--- config.mk ---
export PLATFORM = sky130hd
export DESIGN_NAME = shift_link_tx
export DESIGN_NICKNAME = d
export VERILOG_FILES = /design/src/rtl/shift_link_tx.sv
export SDC_FILE = /design/constraint.sdc
export NUM_CORES = 1
export LEC_CHECK = 0
export CORE_ASPECT_RATIO = 1.5
export CORE_UTILIZATION = 30
export CTS_CLUSTER_SIZE = 28
export DETAILED_ROUTE_END_ITERATION = 12
export PLACE_DENSITY_LB_ADDON = 0.15
export SLEW_MARGIN = 20
export SYNTH_ARGS = -nofsm -noshare
export SYNTH_HDL_FRONTEND = slang
export SYNTH_SLANG_ARGS = --single-unit
--- constraint.sdc ---
create_clock -name clk -period 1.95 [get_ports clk]
set_clock_uncertainty 0.2 [all_clocks]
set_input_delay 0.4875 -clock clk [delete_from_list [all_inputs] [get_ports clk]]
set_output_delay 0.4875 -clock clk [all_outputs]
set_load 0.01 [all_outputs]
--- src/rtl/shift_link_tx.sv ---
// shift_link_tx: parallel-in, serial-out link transmitter.
// Takes words over a load/ready handshake, holds one word ahead of the
// shifter, and sends each frame (data bits plus optional even parity) on sio
// with an optional forced idle gap between frames.
module shift_link_tx #(
  parameter int unsigned WIDTH     = 8,
  parameter int unsigned LSB_FIRST = 0,
  parameter int unsigned PARITY    = 0,
  parameter int unsigned GAP       = 0
) (
  input  logic             clk,
  input  logic             clr_n,
  input  logic [WIDTH-1:0] data_in,
  input  logic             load,
  output logic             ready,
  output logic             sio,
  output logic             frame,
  output logic             done,
  output logic             busy
);

  localparam int unsigned NBITS = WIDTH + PARITY;
  localparam int unsigned CW    = $clog2(NBITS + 1);
  localparam int unsigned GW    = (GAP > 1) ? $clog2(GAP) : 1;

  localparam logic [CW-1:0] LastBit = CW'(NBITS - 1);
  localparam logic [GW-1:0] GapLast = GW'((GAP > 0) ? (GAP - 1) : 0);

  typedef enum logic [1:0] {StIdle, StShift, StGap} state_e;

  state_e             state_q, state_d;
  logic [NBITS-1:0]   shreg_q, shreg_d;
  logic [CW-1:0]      cnt_q, cnt_d;
  logic [GW-1:0]      gap_q, gap_d;
  logic [WIDTH-1:0]   hold_q, hold_d;
  logic               hold_valid_q, hold_valid_d;
  logic               sio_q, sio_d;
  logic               frame_q, frame_d;
  logic               done_q, done_d;

  logic               accept;
  logic               start_hold;
  logic               start_in;
  logic [NBITS-1:0]   shreg_next;

  // Frame image: the bit sent first sits at the end the shifter drains from
  // (MSB end for MSB-first, LSB end for LSB-first); parity sits at the far end.
  function automatic logic [NBITS-1:0] build_frame(input logic [WIDTH-1:0] d);
    logic [NBITS-1:0] f;
    f = '0;
    if (LSB_FIRST != 0) begin
      f[WIDTH-1:0] = d;
      if (PARITY != 0) f[NBITS-1] = ^d;
    end else begin
      f[NBITS-1 -: WIDTH] = d;
      if (PARITY != 0) f[0] = ^d;
    end
    return f;
  endfunction

  assign shreg_next = (LSB_FIRST != 0) ? {1'b0, shreg_q[NBITS-1:1]}
                                       : {shreg_q[NBITS-2:0], 1'b0};

  // Next-state, shifter, hold buffer and registered-output decode.
  always_comb begin
    state_d      = state_q;
    shreg_d      = shreg_q;
    cnt_d        = cnt_q;
    gap_d        = gap_q;
    hold_d       = hold_q;
    hold_valid_d = hold_valid_q;
    start_hold   = 1'b0;
    start_in     = 1'b0;
    accept       = load && !hold_valid_q;

    unique case (state_q)
      StIdle: begin
        if (hold_valid_q) start_hold = 1'b1;
        else if (accept)  start_in   = 1'b1;
      end
      StShift: begin
        if (cnt_q != LastBit) begin
          cnt_d   = cnt_q + CW'(1);
          shreg_d = shreg_next;
        end else if (GAP != 0) begin
          state_d = StGap;
          gap_d   = '0;
        end else if (hold_valid_q) begin
          start_hold = 1'b1;
        end else if (accept) begin
          start_in = 1'b1;
        end else begin
          state_d = StIdle;
        end
      end
      StGap: begin
        if (gap_q == GapLast) begin
          if (hold_valid_q) start_hold = 1'b1;
          else if (accept)  start_in   = 1'b1;
          else              state_d    = StIdle;
        end else begin
          gap_d = gap_q + GW'(1);
        end
      end
      default: state_d = StIdle;
    endcase

    // Hold is never full while a new word is accepted, so these are exclusive.
    if (start_hold) begin
      shreg_d      = build_frame(hold_q);
      cnt_d        = '0;
      hold_valid_d = 1'b0;
      state_d      = StShift;
    end else if (start_in) begin
      shreg_d = build_frame(data_in);
      cnt_d   = '0;
      state_d = StShift;
    end else if (accept) begin
      hold_d       = data_in;
      hold_valid_d = 1'b1;
    end

    frame_d = (state_d == StShift);
    sio_d   = 1'b0;
    if (state_d == StShift) begin
      sio_d = (LSB_FIRST != 0) ? shreg_d[0] : shreg_d[NBITS-1];
    end
    done_d  = (state_d == StShift) && (cnt_d == LastBit);
  end

  // State and output registers; reset aborts any frame in flight.
  always_ff @(posedge clk or negedge clr_n) begin
    if (!clr_n) begin
      state_q      <= StIdle;
      shreg_q      <= '0;
      cnt_q        <= '0;
      gap_q        <= '0;
      hold_q       <= '0;
      hold_valid_q <= 1'b0;
      sio_q        <= 1'b0;
      frame_q      <= 1'b0;
      done_q       <= 1'b0;
    end else begin
      state_q      <= state_d;
      shreg_q      <= shreg_d;
      cnt_q        <= cnt_d;
      gap_q        <= gap_d;
      hold_q       <= hold_d;
      hold_valid_q <= hold_valid_d;
      sio_q        <= sio_d;
      frame_q      <= frame_d;
      done_q       <= done_d;
    end
  end

  assign ready = !hold_valid_q;
  assign sio   = sio_q;
  assign frame = frame_q;
  assign done  = done_q;
  assign busy  = (state_q != StIdle);

endmodule

==> flow_metrics.env <==
export IMPL_crit_start="state_q[0]"
export IMPL_ys_warn_count=0
export IMPL_die_w_um=54.92
export IMPL_io_pin_count=16
export IMPL_reg2reg_depth=6
export IMPL_ctsHoldBuffers=0
export IMPL_postSynthAreaPerCell_um2=12.00
export IMPL_clk_path_buf_depth=2
export IMPL_grt_usage_pct=13.75
export IMPL_grt_overflow_total=0
export IMPL_wl_per_cell_um=14.82
export IMPL_synth_distinct_cells=38
export IMPL_vias_per_cell=5.131
export IMPL_design_area_mm2=0.001574
export IMPL_ir_worst_vdd_uv=454.3
export IMPL_numCtsBuffers=3
export IMPL_synth_top_cell_area_share_pct=51.64
export IMPL_dp_cells=172
export IMPL_hold_viol_final=0
export IMPL_grt_pass1_vias=896
export IMPL_antenna_found_initial=0
export IMPL_synth_seq_cells=26
export IMPL_ys_seq_area_share_pct=51.64
export IMPL_hold_class="flip-flop to flip-flop"
export IMPL_max_freq_mhz=540.6
export IMPL_r2r_end="shreg_q[5]"
export IMPL_critical_path_class="flip-flop to output port"
export IMPL_vias=903
export IMPL_core_region_area_mm2=0.003994
export IMPL_drv_cap=0
export IMPL_syn2layout_area_growth_pct=24.93
export IMPL_cp_required_ps=1260
export IMPL_synthFlopType="dfrtp_1"
export IMPL_dp_hpwl_mm=1.968
export IMPL_placed_area_mm2=0.001520
export IMPL_power_density_mw_per_mm2=1135
export IMPL_grt_max_degree=27
export IMPL_routabilityCongestion=0.7682
export IMPL_clk_latency_ps=270
export IMPL_finalCritPeriodShare_pct=94.86
export IMPL_ys_top_cells_by_count="dfrtp_1 (26), mux2_2 (8), nor2_1 (7)"
export IMPL_root_buffer="clkbuf_8"
export IMPL_endpoint="busy"
export IMPL_drc=0
export IMPL_die_h_um=81.37
export IMPL_final_nets=144
export IMPL_clk_pin_slew_ps=90
export IMPL_crit_arrival_ps=1160
export IMPL_cts_sinks=26
export IMPL_ff2ff_setup_slack_ps=130
export IMPL_synth_edf_count=0
export IMPL_hold_slack_ps=297.3
export IMPL_outcome="completed"
export IMPL_first_pass_iters=4
export IMPL_synth_fp_nets=117
export IMPL_setup_violations=0
export IMPL_row_count=28
export IMPL_p_leak_nw=0.7281
export IMPL_worstSetupStartpointType="flip-flop"
export IMPL_rsz0062_at_grt="no"
export IMPL_drt_total_wl_mm=2.609
export IMPL_yosysTopAreaCell="dfrtp_1"
export IMPL_grt_pass1_wl_mm=4.209
export IMPL_port_buffers=15
export IMPL_cts_tree="yes"
export IMPL_syn_area_mm2=0.001260
export IMPL_synthArstFlopShare_pct=100.0
export IMPL_die_area_mm2=0.004468
export IMPL_ctsHtreeMaxLevel=1
export IMPL_finalMaxSlewViolations=0
export IMPL_fin_cells=176
export IMPL_final_layout_size_suffix_gt1_share_pct=25.95
export IMPL_syn_instance_count=105
export IMPL_endpoint_kind="output port"
export IMPL_drtIter0Drc=5
export IMPL_path_max_fanout=2
export IMPL_post_cts_repair_setup_buffers=0
export IMPL_min_period_ps=1850
export IMPL_yosysMostFrequentCell="dfrtp_1"
export IMPL_ant_nets=0
export IMPL_synth_area_top_cells="dfrtp_1 (52%), mux2_2 (7.1%), o2bb2ai_1 (3.5%)"
export IMPL_r2r_start="cnt_q[0]"
export IMPL_start_util_pct=31.55
export IMPL_diodes=0
cell families after synthesis:
logic type | synth area share, %
AOI/OAI and AO/OA | 20.56
other | 0.2976
adders and majority gates | 0.9929
muxes | 8.739
xor gates and xnor gates | 0.6953
buffers and inverters | 4.469
and+or+nand+nor | 12.61
DFF | 51.64
per-stage QoR:
stage / TNS (ps) / utilization, % / setup WS, ps / power, W
after floorplan: 0 / - / 286.9 / 0.001255
after global placement: -1868 / 38.06 / -197.4 / 0.001452
after detailed placement: -1960 / 38.06 / -193.6 / 0.001467
after CTS: 0 / 39.38 / 34.19 / 0.001820
after global routing: 0 / 39.41 / 8.014 / 0.001923
final: 0 / 39.41 / 100.3 / 0.001786
how the worst min path moves through the flow:
stage	startpoint	end	slack [ps]	cells past startpoint
CTS	shreg_q[4]	shreg_q[4]	300	1
finish	shreg_q[0]	shreg_q[0]	300	1
floorplan	clr_n	cnt_q[0]	-8	0
global placement	shreg_q[4]	shreg_q[4]	280	1
detailed placement	shreg_q[4]	shreg_q[4]	270	1
global route	shreg_q[4]	shreg_q[4]	320	1
cells in the final DEF (no fill, tap or decap), types with 2 or more instances in the layout:
cell type,n
a21oi_1,4
nand2_1,2
o2bb2ai_1,5
a21o_1,2
buf_4,10
a2bb2oi_1,4
clkbuf_8,4
o22ai_1,3
mux2_2,8
clkdlybuf4s50_1,13
o21ai_0,4
a2bb2oi_2,2
a22o_1,2
inv_1,2
mux2i_1,2
nor2_1,7
inv_2,2
nor3_1,4
nor2b_1,3
dfrtp_1,26
flip-flops by register name, indices dropped and copies added, names as in the netlist:
name	cells
hold_q	8
shreg_q	8
cnt_q	4
state_q	2
done	1
frame	1
hold_valid_q	1
sio	1
per-layer routing:
layer / vias up / global-route usage, % / routed length (um)
li1: 436 / - / -
met1: 444 / 16.01 / 1071
met2: 18 / 23.73 / 1399
met3: 5 / 1.685 / 82
met4: 0 / 6.750 / 56
met5: - / 0 / 0
layout make-up:
| type | count | area [um2] |
|---|---|---|
| timing repair buffer | 26 | 244.0 |
| tap | 45 | 56.30 |
| fill | 416 | 2420 |
| inverter | 4 | 15.01 |
| sequential | 26 | 650.6 |
| clock buffer | 4 | 55.05 |
| multi-input combinational | 71 | 553.0 |
repair_timing:
action | CTS | global route
gates resized for setup | 2 | 1
endpoints found under the setup margin | 2 | 1
pin swaps | 0 | 0
worst max-delay path, cell delays in order, from the launching register on:
cell,delay (ps)
dfrtp_1,380
or2_2,290
clkdlybuf4s15_1,230
power by group:
| group | switching (W) | total, W | leakage, nW | internal [W] |
|---|---|---|---|---|
| sequential | 0.000114 | 0.000839 | 0.317 | 0.000725 |
| combinational | 0.000261 | 0.000600 | 0.382 | 0.000339 |
| clock | 0.000167 | 0.000347 | 0.0288 | 0.000181 |
Note: power is estimated with default switching activity, not from simulation.
